### config.mk
export PLATFORM = sky130hd
export DESIGN_NAME = mem_access_unit_flat
export DESIGN_NICKNAME = d
export VERILOG_FILES = /design/src/rtl/mem_access_unit_if.sv /design/src/rtl/mem_access_unit.sv /design/src/flat_wrapper.sv
export SDC_FILE = /design/constraint.sdc
export NUM_CORES = 1
export LEC_CHECK = 0
export ABC_AREA = 1
export BUFFER_PORTS_ARGS = -buffer_cell sky130_fd_sc_hd__clkbuf_2
export CORE_ASPECT_RATIO = 1.1
export CORE_UTILIZATION = 53
export CTS_BUF_LIST = sky130_fd_sc_hd__clkbuf_16
export DETAILED_ROUTE_END_ITERATION = 10
export HOLD_SLACK_MARGIN = 0.15
export PLACE_DENSITY = 0.81
export SLEW_MARGIN = 20
export SYNTH_ARGS = -nofsm -noshare
export SYNTH_HDL_FRONTEND = slang
export SYNTH_SLANG_ARGS = --single-unit
### constraint.sdc
create_clock -name clk -period 2.77 [get_ports clk]
set_clock_uncertainty 0.1 [all_clocks]
set_input_delay 0.1385 -clock clk [delete_from_list [all_inputs] [get_ports clk]]
set_output_delay 0.1385 -clock clk [all_outputs]
set_load 0.01 [all_outputs]
### src/rtl/mem_access_unit_if.sv
`default_nettype none
// ============================================================================
//  Module      : mem_access_unit_if
//  Description : Pipeline request/response and data-memory bus signals of the
//                MEM-stage load/store unit.
//  Revision    : 1.0  initial release
// ============================================================================
interface mem_access_unit_if #(
    parameter int ADDR_W = 32
);
    logic              req_valid;
    logic              req_ready;
    logic              req_we;
    logic [2:0]        req_type;
    logic [ADDR_W-1:0] req_addr;
    logic [31:0]       req_wdata;
    logic              resp_valid;
    logic [31:0]       resp_rdata;
    logic [1:0]        resp_exc;
    logic              stall;
    logic              mem_req;
    logic              mem_we;
    logic [ADDR_W-1:0] mem_addr;
    logic [3:0]        mem_byteen;
    logic [31:0]       mem_wdata;
    logic              mem_ack;
    logic [31:0]       mem_rdata;

    // The unit itself: serves pipeline requests, masters the memory bus
    modport slave (
        input  req_valid, req_we, req_type, req_addr, req_wdata,
        input  mem_ack, mem_rdata,
        output req_ready, resp_valid, resp_rdata, resp_exc, stall,
        output mem_req, mem_we, mem_addr, mem_byteen, mem_wdata
    );

    // The environment: pipeline issuing requests plus the memory responder
    modport master (
        output req_valid, req_we, req_type, req_addr, req_wdata,
        output mem_ack, mem_rdata,
        input  req_ready, resp_valid, resp_rdata, resp_exc, stall,
        input  mem_req, mem_we, mem_addr, mem_byteen, mem_wdata
    );
endinterface
`default_nettype wire

### src/rtl/mem_access_unit.sv
`default_nettype none
// ============================================================================
//  Module      : mem_access_unit
//  Description : MEM-stage load/store unit with alignment exceptions, store
//                lane steering, load extension and bus timeout.
//  Revision    : 1.0  initial release
// ============================================================================
module mem_access_unit #(
    parameter int ADDR_W   = 32,
    parameter int MAX_WAIT = 15
) (
    input  wire logic        clk,
    input  wire logic        reset,
    mem_access_unit_if.slave bus
);
    localparam int                 c_CNT_W   = (MAX_WAIT < 1) ? 1 : $clog2(MAX_WAIT + 1);
    localparam logic [c_CNT_W-1:0] c_CNT_MAX = c_CNT_W'(MAX_WAIT);

    typedef enum logic [1:0] {
        S_IDLE = 2'd0,
        S_WAIT = 2'd1,
        S_RESP = 2'd2
    } state_t;

    state_t             r_state, w_state_nxt;
    logic [c_CNT_W-1:0] r_cnt, w_cnt_nxt;
    logic               r_we, w_we_nxt;
    logic [2:0]         r_type, w_type_nxt;
    logic [1:0]         r_lo, w_lo_nxt;
    logic               r_mem_req, w_mem_req_nxt;
    logic               r_mem_we, w_mem_we_nxt;
    logic [ADDR_W-1:0]  r_mem_addr, w_mem_addr_nxt;
    logic [3:0]         r_mem_byteen, w_mem_byteen_nxt;
    logic [31:0]        r_mem_wdata, w_mem_wdata_nxt;
    logic [31:0]        r_resp_rdata, w_resp_rdata_nxt;
    logic [1:0]         r_resp_exc, w_resp_exc_nxt;

    logic               w_is_half;
    logic               w_is_byte;
    logic               w_misaligned;
    logic [3:0]         w_st_byteen;
    logic [31:0]        w_st_wdata;
    logic               w_resp_valid;

    // Types 101..111 fall through to word handling
    function automatic logic [31:0] f_load_extend(input logic [2:0]  typ,
                                                  input logic [1:0]  lo,
                                                  input logic [31:0] word);
        logic [15:0] half_sel;
        logic [7:0]  byte_sel;
        logic [31:0] result;
        half_sel = lo[1] ? word[31:16] : word[15:0];
        case (lo)
            2'd0:    byte_sel = word[7:0];
            2'd1:    byte_sel = word[15:8];
            2'd2:    byte_sel = word[23:16];
            default: byte_sel = word[31:24];
        endcase
        case (typ)
            3'b001:  result = {{16{half_sel[15]}}, half_sel};
            3'b010:  result = {16'h0000, half_sel};
            3'b011:  result = {{24{byte_sel[7]}}, byte_sel};
            3'b100:  result = {24'h000000, byte_sel};
            default: result = word;
        endcase
        return result;
    endfunction

    assign w_is_half    = (bus.req_type == 3'b001) || (bus.req_type == 3'b010);
    assign w_is_byte    = (bus.req_type == 3'b011) || (bus.req_type == 3'b100);
    assign w_misaligned = w_is_half ? bus.req_addr[0]
                        : (!w_is_byte && (bus.req_addr[1:0] != 2'b00));

    always_comb begin
        w_st_byteen = 4'b1111;
        w_st_wdata  = bus.req_wdata;
        if (w_is_byte) begin
            w_st_byteen = 4'b0001 << bus.req_addr[1:0];
            w_st_wdata  = {4{bus.req_wdata[7:0]}};
        end else if (w_is_half) begin
            w_st_byteen = bus.req_addr[1] ? 4'b1100 : 4'b0011;
            w_st_wdata  = {2{bus.req_wdata[15:0]}};
        end
    end

    always_comb begin
        w_state_nxt      = r_state;
        w_cnt_nxt        = r_cnt;
        w_we_nxt         = r_we;
        w_type_nxt       = r_type;
        w_lo_nxt         = r_lo;
        w_mem_req_nxt    = r_mem_req;
        w_mem_we_nxt     = r_mem_we;
        w_mem_addr_nxt   = r_mem_addr;
        w_mem_byteen_nxt = r_mem_byteen;
        w_mem_wdata_nxt  = r_mem_wdata;
        w_resp_rdata_nxt = r_resp_rdata;
        w_resp_exc_nxt   = r_resp_exc;

        case (r_state)
            S_IDLE: begin
                if (bus.req_valid) begin
                    w_we_nxt   = bus.req_we;
                    w_type_nxt = bus.req_type;
                    w_lo_nxt   = bus.req_addr[1:0];
                    if (w_misaligned) begin
                        w_state_nxt      = S_RESP;
                        w_resp_exc_nxt   = bus.req_we ? 2'b10 : 2'b01;
                        w_resp_rdata_nxt = 32'd0;
                    end else begin
                        w_state_nxt      = S_WAIT;
                        w_cnt_nxt        = '0;
                        w_mem_req_nxt    = 1'b1;
                        w_mem_we_nxt     = bus.req_we;
                        w_mem_addr_nxt   = {bus.req_addr[ADDR_W-1:2], 2'b00};
                        w_mem_byteen_nxt = bus.req_we ? w_st_byteen : 4'b0000;
                        w_mem_wdata_nxt  = bus.req_we ? w_st_wdata : 32'd0;
                    end
                end
            end

            S_WAIT: begin
                if (bus.mem_ack) begin
                    w_state_nxt      = S_RESP;
                    w_resp_exc_nxt   = 2'b00;
                    w_resp_rdata_nxt = r_we ? 32'd0
                                     : f_load_extend(r_type, r_lo, bus.mem_rdata);
                end else if ((MAX_WAIT != 0) && (r_cnt == c_CNT_MAX)) begin
                    w_state_nxt      = S_RESP;
                    w_resp_exc_nxt   = 2'b11;
                    w_resp_rdata_nxt = 32'd0;
                end else if (r_cnt != c_CNT_MAX) begin
                    // Saturates so an unbounded wait cannot wrap the counter
                    w_cnt_nxt = r_cnt + c_CNT_W'(1);
                end
                if (w_state_nxt == S_RESP) begin
                    w_mem_req_nxt    = 1'b0;
                    w_mem_we_nxt     = 1'b0;
                    w_mem_addr_nxt   = '0;
                    w_mem_byteen_nxt = 4'b0000;
                    w_mem_wdata_nxt  = 32'd0;
                end
            end

            S_RESP: begin
                w_state_nxt      = S_IDLE;
                w_resp_exc_nxt   = 2'b00;
                w_resp_rdata_nxt = 32'd0;
            end

            default: begin
                w_state_nxt = S_IDLE;
            end
        endcase
    end

    always_ff @(posedge clk) begin
        if (reset) begin
            r_state      <= S_IDLE;
            r_cnt        <= '0;
            r_we         <= 1'b0;
            r_type       <= 3'b000;
            r_lo         <= 2'b00;
            r_mem_req    <= 1'b0;
            r_mem_we     <= 1'b0;
            r_mem_addr   <= '0;
            r_mem_byteen <= 4'b0000;
            r_mem_wdata  <= 32'd0;
            r_resp_rdata <= 32'd0;
            r_resp_exc   <= 2'b00;
        end else begin
            r_state      <= w_state_nxt;
            r_cnt        <= w_cnt_nxt;
            r_we         <= w_we_nxt;
            r_type       <= w_type_nxt;
            r_lo         <= w_lo_nxt;
            r_mem_req    <= w_mem_req_nxt;
            r_mem_we     <= w_mem_we_nxt;
            r_mem_addr   <= w_mem_addr_nxt;
            r_mem_byteen <= w_mem_byteen_nxt;
            r_mem_wdata  <= w_mem_wdata_nxt;
            r_resp_rdata <= w_resp_rdata_nxt;
            r_resp_exc   <= w_resp_exc_nxt;
        end
    end

    assign w_resp_valid   = (r_state == S_RESP);
    assign bus.req_ready  = (r_state == S_IDLE);
    assign bus.resp_valid = w_resp_valid;
    assign bus.resp_rdata = r_resp_rdata;
    assign bus.resp_exc   = r_resp_exc;
    assign bus.stall      = bus.req_valid & ~w_resp_valid;
    assign bus.mem_req    = r_mem_req;
    assign bus.mem_we     = r_mem_we;
    assign bus.mem_addr   = r_mem_addr;
    assign bus.mem_byteen = r_mem_byteen;
    assign bus.mem_wdata  = r_mem_wdata;
endmodule
`default_nettype wire
### src/flat_wrapper.sv
// flat-port wrapper written by rule: the top's interface ports become plain ports
module mem_access_unit_flat 
#(
    parameter int ADDR_W   = 32,
    parameter int MAX_WAIT = 15
)
  (clk, reset, bus_req_valid, bus_req_we, bus_req_type, bus_req_addr, bus_req_wdata, bus_mem_ack, bus_mem_rdata, bus_req_ready, bus_resp_valid, bus_resp_rdata, bus_resp_exc, bus_stall, bus_mem_req, bus_mem_we, bus_mem_addr, bus_mem_byteen, bus_mem_wdata);
  mem_access_unit_if #(.ADDR_W(ADDR_W)) bus_i ();
  input  wire logic clk;
  input  wire logic reset;
  input wire logic [$bits(bus_i.req_valid)-1:0] bus_req_valid;
  input wire logic [$bits(bus_i.req_we)-1:0] bus_req_we;
  input wire logic [$bits(bus_i.req_type)-1:0] bus_req_type;
  input wire logic [$bits(bus_i.req_addr)-1:0] bus_req_addr;
  input wire logic [$bits(bus_i.req_wdata)-1:0] bus_req_wdata;
  input wire logic [$bits(bus_i.mem_ack)-1:0] bus_mem_ack;
  input wire logic [$bits(bus_i.mem_rdata)-1:0] bus_mem_rdata;
  output wire logic [$bits(bus_i.req_ready)-1:0] bus_req_ready;
  output wire logic [$bits(bus_i.resp_valid)-1:0] bus_resp_valid;
  output wire logic [$bits(bus_i.resp_rdata)-1:0] bus_resp_rdata;
  output wire logic [$bits(bus_i.resp_exc)-1:0] bus_resp_exc;
  output wire logic [$bits(bus_i.stall)-1:0] bus_stall;
  output wire logic [$bits(bus_i.mem_req)-1:0] bus_mem_req;
  output wire logic [$bits(bus_i.mem_we)-1:0] bus_mem_we;
  output wire logic [$bits(bus_i.mem_addr)-1:0] bus_mem_addr;
  output wire logic [$bits(bus_i.mem_byteen)-1:0] bus_mem_byteen;
  output wire logic [$bits(bus_i.mem_wdata)-1:0] bus_mem_wdata;
  assign bus_i.req_valid = bus_req_valid;
  assign bus_i.req_we = bus_req_we;
  assign bus_i.req_type = bus_req_type;
  assign bus_i.req_addr = bus_req_addr;
  assign bus_i.req_wdata = bus_req_wdata;
  assign bus_i.mem_ack = bus_mem_ack;
  assign bus_i.mem_rdata = bus_mem_rdata;
  assign bus_req_ready = bus_i.req_ready;
  assign bus_resp_valid = bus_i.resp_valid;
  assign bus_resp_rdata = bus_i.resp_rdata;
  assign bus_resp_exc = bus_i.resp_exc;
  assign bus_stall = bus_i.stall;
  assign bus_mem_req = bus_i.mem_req;
  assign bus_mem_we = bus_i.mem_we;
  assign bus_mem_addr = bus_i.mem_addr;
  assign bus_mem_byteen = bus_i.mem_byteen;
  assign bus_mem_wdata = bus_i.mem_wdata;
  mem_access_unit #(.ADDR_W(ADDR_W), .MAX_WAIT(MAX_WAIT)) u_core (.clk(clk), .reset(reset), .bus(bus_i));
endmodule
==> out/summary.md, run 1 <==
- **register bit count reported by yosys** 114
- **CTS tree** done
- **CP startpoint kind** register
- **average via count per standard cell** 5.73
- **summed negative setup slack over all endpoints** 0 ns
- **most instantiated flip-flop cell in the synthesis netlist** sky130_fd_sc_hd__dfxtp_1
- **DIE HEIGHT** 109 µm
- **Crit-path slowest cell** sky130_fd_sc_hd__dlygate4sd3_1
- **cell chosen for the clock root** sky130_fd_sc_hd__clkbuf_16
- **count of pins over their slew limit** 0
- **maximum frequency from static timing analysis** 385 MHz
- **share of final-layout standard cells stronger than drive strength 1** 24.8%
- **overall die area** 10900 µm²
- **final instance area** 8310 µm²
- **post-placement cell area** 6590 µm²
- **cell with the most instances after synthesis** sky130_fd_sc_hd__nand2_1
- **maximum clock insertion buffer count** 2
- **post-CTS clock slew at the launch and capture registers of the worst setup and hold paths** 0.06 ns
- **total number of placement rows** 38
- **number of global-route vias before repair** 6926
- **Reg2Reg Capture Point** u_core.bus.resp_rdata[5]$_SDFFE_PP0P_
- **latest clock arrival within the worst-skew pair** 0.42 ns
- **antenna violations before repair** 0
- **slew margin rel.** 42.8%
- **RSZ-0062 raised after global routing** no
- **number of nets in the final layout** 1231
- **cts bufs inserted** 17
- **kind of critical path** reg -> reg
- **reg-to-reg critical path startpoint** u_core.r_cnt[0]$_SDFFE_PP0P_
- **# Max-Cap Violations** 0
- **CP delay by family, top** simple AND/OR/NAND/NOR gates
- **Area Overhead vs Synth** 49.8%
- **worst-path maximum fanout** 18
- **placeable core area** 10000 µm²
- **width of the chip** 99.6 µm
- **Syn Inst Count** 822
- **post-synthesis instance area** 5550 µm²
- **CTS H-tree lvls** 4
- **DRC** 0
- **path depth of the worst reg2reg path** 10
- **Sequential Area** 2280 µm²
- **Vias** 7320
- **worst min path class** in -> reg
- **global-route wire length before repair** 33.2 mm
- **Yosys top cell by area** sky130_fd_sc_hd__dfxtp_1
- **number of setup violations in the final report** 0
- **Worst R2R Setup Slack** 0.18 ns
- **sequential share of the synthesized area** 41.1%
- **cells taking the most area after synthesis** sky130_fd_sc_hd__dfxtp_1 41%, sky130_fd_sc_hd__nand2_1 15%, sky130_fd_sc_hd__a21oi_1 12%
- **num ports** 211
- **result of the run** finished clean
- **area occupied by multi-input gates** 2840 µm²
- **hold wc startpoint** bus_req_wdata[28]
- **share of the clock period used by the worst path after layout** 93.7%
- **GRT Overall Usage** 39.2%
- **routed wire length** 21.6 mm
- **shortest clock period the worst path allows after layout** 2.59 ns
- **Post-DRT Antenna Nets** 0
- **global placement routability congestion** 0.948
- **first-iteration detailed-routing DRC count** 619
- **data arrival time of the critical path** 2.83 ns
- **Min-Delay Path Depth** 5
- **reported leakage power** 3.72 nW
- **capturing element type of the critical path** register
- **PwrDens** 628 nW/µm²
- **Final Hold Vio Count** 0
- **async set-reset flop share out of synthesis** 0%
- **Synth top area share** 41.1%
- **DRT Pass-1 Iters** 7
- **delay of the slowest cell on the worst path** 0.57 ns
- **Syn. warnings** 0
- **maximum number of pins on one net before global-route repair** 45
- **final-layout fill cell count** 594
- **cell chain of the critical path** ha_1 -> nand3_1 -> nand3_1 -> nand2_1 -> nor2_2 -> nand2_4 -> inv_6 -> nand3_1 -> dlygate4sd3_1 -> a21oi_1
- **initial core utilization** 55.3%
- **mean post-synth cell area** 6.75 µm²
- **global-route congestion overflow total** 0
- **data required time of the worst path** 3.01 ns
- **wire length per cell after detailed routing** 16.9 µm
- **number of library cell types mapped by synthesis** 30
- **DP Wirelength** 11.5 mm
- **most frequent CP cell** sky130_fd_sc_hd__nand3_1
- **count of buffering cells on the critical path with inverters included** 2
- **Clock Sink Count** 114
- **quantity of I/O buffers inserted on ports** 208
- **Max rail drop VDD** 0.497 mV
- **actual slew at the worst max-slew pin** 0.855 ns
- **Hold Path Sink** u_core.bus.mem_wdata[28]$_SDFFE_PP0P_
- **most frequent cells after synthesis** 218 x sky130_fd_sc_hd__nand2_1, 134 x sky130_fd_sc_hd__a21oi_1, 114 x sky130_fd_sc_hd__dfxtp_1
- **EDFF count, synth** 0
==> registers in the layout, indices dropped and copies added, names as in the netlist, 2 cells and up <==
name / flops
u_core.bus.mem_wdata: 32
u_core.bus.mem_addr: 30
u_core.r_cnt: 4
u_core.r_type: 3
u_core.r_state: 2
u_core.bus.mem_byteen: 4
u_core.bus.resp_rdata: 32
u_core.r_lo: 2
u_core.bus.resp_exc: 2
==> report_power, final <==
part           switching [W]  internal, W  total, W
clock               0.000836      0.00133   0.00217
combinational       0.000784     0.000469   0.00125
sequential         0.0000696      0.00174   0.00181
==> placed cells by master, fill, tap and decap left out, types with 17 or more instances in the layout <==
cell | netlist | layout
sky130_fd_sc_hd__nand2_1 | 218 | 218
sky130_fd_sc_hd__clkbuf_2 | 0 | 207
sky130_fd_sc_hd__a21oi_1 | 134 | 134
sky130_fd_sc_hd__dfxtp_1 | 114 | 114
sky130_fd_sc_hd__dlygate4sd3_1 | 0 | 109
sky130_fd_sc_hd__nand3_1 | 92 | 92
sky130_fd_sc_hd__nor2_1 | 62 | 60
sky130_fd_sc_hd__o21ai_0 | 59 | 59
sky130_fd_sc_hd__inv_1 | 41 | 41
sky130_fd_sc_hd__clkbuf_16 | 0 | 17
==> cell families after synthesis <==
group | Yosys count | share of synthesized area, %
other | 1 | 0.0676
buffers and inverters | 99 | 8.07
and+or+nand+nor | 393 | 30.2
AOI/OAI and AO/OA | 209 | 19.3
xor gates and xnor gates | 2 | 0.316
DFF | 114 | 41.1
adders and majority gates | 4 | 0.902
==> worst reg2reg max path, delay by kind of cell (launching register included) <==
family	cells	cell delay, ns
compound gates	1	0.15
fa+ha+maj	1	0.22
buf+inv	2	0.77
flops	1	0.39
simple gates	6	0.89
==> how the worst max path moves through the flow <==
stage,start,end,slack [ns],cells past startpoint
6_report,u_core.r_cnt[0]$_SDFFE_PP0P_,u_core.bus.resp_rdata[5]$_SDFFE_PP0P_,0.18,10
3_5_place_dp,u_core.r_state[1]$_SDFFE_PP0N_,u_core.bus.mem_addr[29]$_SDFFE_PP0P_,0.42,9
2_1_floorplan,u_core.r_state[1]$_SDFFE_PP0N_,u_core.bus.mem_wdata[13]$_SDFFE_PP0P_,0.85,12
3_3_place_gp,u_core.r_state[1]$_SDFFE_PP0N_,u_core.bus.mem_addr[24]$_SDFFE_PP0P_,0.52,9
4_1_cts,u_core.r_state[0]$_SDFFE_PP0N_,u_core.bus.resp_rdata[5]$_SDFFE_PP0P_,0.03,10
5_1_grt,u_core.r_state[1]$_SDFFE_PP0N_,u_core.bus.resp_rdata[5]$_SDFFE_PP0P_,0.002,10
==> metal layers <==
layer	routed length, µm	track usage, %	vias to the layer above	share of wire (%)
met4	1380	26.3	0	6.4
met5	0	0	-	0
met3	2100	10.8	164	9.7
li1	-	-	3332	-
met2	10400	67.4	567	48
met1	7670	42.6	3257	36
==> final cells by class <==
class,instances,area share (%)
tap,140,2.11
inverter,47,2.18
clock buffer,17,5.12
antenna,1,0.0301
clock inverter,15,1.91
timing repair buffer,332,27.0
sequential,114,27.5
multi-input combinational,611,34.2
==> through the flow <==
stage	worst slack, ns	cells	util [%]	hold slack (ns)	power [W]
2_1_floorplan	0.850	823	-	0.187	0.00254
3_3_place_gp	0.516	1131	65.7	0.290	0.00284
3_5_place_dp	0.422	1131	65.7	0.296	0.00285
4_1_cts	0.0336	1272	82.4	0.194	0.00511
5_1_grt	0.00233	1276	82.8	0.288	0.00541
6_report	0.176	1277	82.9	0.298	0.00522
==> timing repair <==
item                                    in CTS  in global routing
gates resized for setup                      0                  5
endpoints found under the setup margin       0                  5
endpoints found under the hold margin      105                  0
setup buffers                                0                  3
hold buffers                               109                  0
No activity file was read; power rests on OpenSTA's default activity.
==> inputs of run 2 (changes only) <==
--- a/config.mk
+++ b/config.mk
@@ -6,7 +6,7 @@
 export NUM_CORES = 1
 export LEC_CHECK = 0
 export ABC_AREA = 1
-export BUFFER_PORTS_ARGS = -buffer_cell sky130_fd_sc_hd__clkbuf_2
+export BUFFER_PORTS_ARGS = -buffer_cell sky130_fd_sc_hd__buf_2
 export CORE_ASPECT_RATIO = 1.1
 export CORE_UTILIZATION = 53
 export CTS_BUF_LIST = sky130_fd_sc_hd__clkbuf_16
==> run 2 against run 1 <==
  * Clock-buffer cell count unchanged
  * Fmax decreased by 2.2%
  * Die area unchanged
  * Largest power group unchanged
==> out/summary.md, run 2 (synthesized netlist as in run 1, its figures left out) <==
- **CTS H-tree lvls** 4, unchanged
- **share of the clock period used by the worst path after layout** 95.8%, +2.1 points
- **number of standard cells in the layout, taps in and fillers out** 1268, -0.70%
- **delay of the slowest cell on the worst path** 0.59 ns, +0.02 ns
- **Worst R2R Setup Slack** 0.12 ns, -0.06 ns
- **Final Hold Vio Count** 0, unchanged
- **Max rail drop VDD** 0.472 mV, -5.1%
- **number of setup violations in the final report** 0, unchanged
- **sequential share of power** 35.5%, +0.9 points
- **cell chain of the critical path** inv_1 -> nand2_1 -> o21ai_2 -> nor2_1 -> buf_4 -> a21oi_1 -> o21ai_0 -> nand3_1 -> dlygate4sd3_1 -> a21oi_1
- **Cell Count Post-Placement** 1131, unchanged
- **data required time of the worst path** 2.94 ns, -0.07 ns
- **launching element of the worst setup path** u_core.r_type[2]$_SDFFE_PP0P_
- **maximum clock insertion buffer count** 2, unchanged
- **placeable core area** 10000 µm², unchanged
- **number of global-route vias before repair** 6812, -1.6%
- **final instance area** 8220 µm², -1.1%
- **highest-count cells in the layout ignoring fill and taps** 218 x sky130_fd_sc_hd__nand2_1, 207 x sky130_fd_sc_hd__buf_2, 134 x sky130_fd_sc_hd__a21oi_1, 114 x sky130_fd_sc_hd__dfxtp_1, 105 x sky130_fd_sc_hd__dlygate4sd3_1
- **maximum frequency from static timing analysis** 377 MHz, -2.2%
- **switching power as a share of total power** 32.4%, +0.076 points
- **reg-to-reg critical path startpoint** u_core.r_type[2]$_SDFFE_PP0P_
- **slew margin rel.** 34.0%, -8.7 points
- **routed wire length** 20.4 mm, -5.6%
- **maximum number of pins on one net before global-route repair** 69, +53%
- **initial core utilization** 55.3%, unchanged
- **global-route congestion overflow total** 0, unchanged
- **total number of placement rows** 38, unchanged
- **cts bufs inserted** 17, unchanged
- **share of total power in combinational logic** 23.8%, -0.2 points
- **worst-path maximum fanout** 17, -1
- **actual slew at the worst max-slew pin** 0.986 ns, +0.131 ns
- **GRT Overall Usage** 37.5%, -1.7 points
- **Reg2Reg Capture Point** u_core.bus.resp_rdata[3]$_SDFFE_PP0P_
- **DP Wirelength** 11.5 mm, -0.73%
- **first-iteration detailed-routing DRC count** 585, -5.5%
- **cell chosen for the clock root** sky130_fd_sc_hd__clkbuf_16
- **capturing element type of the critical path** register
- **wire length per cell after detailed routing** 16.1 µm, -4.9%
- **average via count per standard cell** 5.56, -3.0%
- **# Max-Cap Violations** 0, unchanged
- **global-route wire length before repair** 32.0 mm, -3.7%
- **antenna violations before repair** 0, unchanged
- **count of pins over their slew limit** 0, unchanged
- **latest clock arrival within the worst-skew pair** 0.42 ns, about the same
- **DIE HEIGHT** 109 µm, unchanged
- **utilization of the core after routing** 81.9%, -0.94 points
- **post-CTS clock slew at the launch and capture registers of the worst setup and hold paths** 0.06 ns, about the same
- **Sequential Area** 2280 µm², unchanged
- **most frequent CP cell** sky130_fd_sc_hd__a21oi_1
- **width of the chip** 99.6 µm, unchanged
- **shortest clock period the worst path allows after layout** 2.65 ns, +0.0581 ns
- **Vias** 7050, -3.7%
- **Clock Sink Count** 114, unchanged
- **final-layout worst hold slack** 0.231 ns, -0.0667 ns
- **Antenna diodes** 0, -1
- **summed negative setup slack over all endpoints** 0 ns, unchanged
- **DRT Pass-1 Iters** 6, -1
- **DRC** 0, unchanged
- **share of final-layout standard cells stronger than drive strength 1** 24.7%, -0.090 points
- **num ports** 211, unchanged
- **Crit-path slowest cell** sky130_fd_sc_hd__o21ai_2
- **worst min path class** in -> reg
- **CTS tree** done
- **final-layout fill cell count** 661, +11%
- **RSZ-0062 raised after global routing** no
- **global placement routability congestion** 0.937, -1.2%
- **reported leakage power** 3.75 nW, +0.74%
- **most common library cell in the layout ignoring fill and taps** sky130_fd_sc_hd__nand2_1
- **Post-DRT Antenna Nets** 0, unchanged
- **quantity of I/O buffers inserted on ports** 208, unchanged
- **result of the run** finished clean
- **number of nets in the final layout** 1224, -0.57%
- **end point of the critical path** u_core.bus.resp_rdata[3]$_SDFFE_PP0P_
- **kind of critical path** reg -> reg
- **path depth of the worst reg2reg path** 10, unchanged
- **switching power** 0.00164 W, -2.6%
- **data arrival time of the critical path** 2.83 ns, about the same
- **Area Overhead vs Synth** 48.2%
- **clock power share** 40.7%, -0.7 points
- **CP startpoint kind** register
- **area occupied by multi-input gates** 2840 µm², about the same
- **cell internal pwr** 0.00343 W, -3.0%
- **PwrDens** 617 nW/µm², -1.8%
- **overall die area** 10900 µm², unchanged
- **post-placement cell area** 6590 µm², unchanged
==> run 2: cell count changes in the layout (fill, tap and decap cells not counted) <==
cell	change
sky130_fd_sc_hd__bufinv_16	-1
sky130_fd_sc_hd__diode_2	-1
sky130_fd_sc_hd__buf_2	+207
sky130_fd_sc_hd__nor2_4	+1
sky130_fd_sc_hd__clkbuf_2	-207
sky130_fd_sc_hd__dlygate4sd3_1	-4
sky130_fd_sc_hd__o21ai_2	+1
sky130_fd_sc_hd__buf_4	-3
sky130_fd_sc_hd__clkinv_1	-1
sky130_fd_sc_hd__nor2_2	-1
sky130_fd_sc_hd__clkinvlp_4	+1
sky130_fd_sc_hd__o21ai_4	-1
==> run 2: per-stage QoR <==
step / total power (W) / setup slack (ns)
global route: 0.00526 / 0.0174
CTS: 0.00500 / 0.0534
floorplan: 0.00254 / 0.850
global placement: 0.00284 / 0.511
finish: 0.00507 / 0.118
detailed placement: 0.00285 / 0.422
==> run 2: how the worst min path moves through the flow <==
stage | from | end | cells after the start
2_1_floorplan | bus_req_type[1] | u_core.r_type[1]$_SDFFE_PP0P_ | 2
3_3_place_gp | bus_req_addr[13] | u_core.bus.mem_addr[13]$_SDFFE_PP0P_ | 3
3_5_place_dp | bus_req_addr[13] | u_core.bus.mem_addr[13]$_SDFFE_PP0P_ | 3
4_1_cts | bus_req_wdata[25] | u_core.bus.mem_wdata[25]$_SDFFE_PP0P_ | 5
5_1_grt | bus_req_wdata[28] | u_core.bus.mem_wdata[28]$_SDFFE_PP0P_ | 5
6_report | bus_req_wdata[25] | u_core.bus.mem_wdata[25]$_SDFFE_PP0P_ | 5
==> run 2: area by class of cell <==
| type | count | share of cell area (%) |
|---|---|---|
| Clock buffer | 17 | 5.18 |
| Clock inverter | 14 | 1.61 |
| Tap cell | 140 | 2.13 |
| Inverter | 47 | 2.21 |
| Sequential cell | 114 | 27.8 |
| Multi-Input combinational cell | 611 | 34.5 |
| Timing Repair Buffer | 325 | 26.6 |
==> run 2: layer usage <==
layer  wire (µm)  GRT usage, %
met2       10300          67.9
met4         983          21.8
met3        1780          9.35
met1        7340          39.9
met5           0             0
==> run 2: critical path, delay by kind of cell (launching register included) <==
family          cells  cell delay [ns]
simple gates        3             0.32
compound gates      4             0.89
buf+inv             3             0.89
flops               1             0.32
==> run 2: repair_timing <==
item | CTS | global route
buffers inserted | 0 | 0
resized for setup | 0 | 5
endpoints found under the setup margin | 0 | 2
hold endpoints to repair | 104 | 0
hold buffers | 105 | 0
==> run 2: power groups by stage <==
stage	logic, W	registers, W	clock network (W)
after floorplan	0.000680	0.00186	0
after global routing	0.00131	0.00181	0.00214
after CTS	0.00114	0.00180	0.00206
final	0.00121	0.00180	0.00207
after global placement	0.00101	0.00183	0
after detailed placement	0.00102	0.00183	0
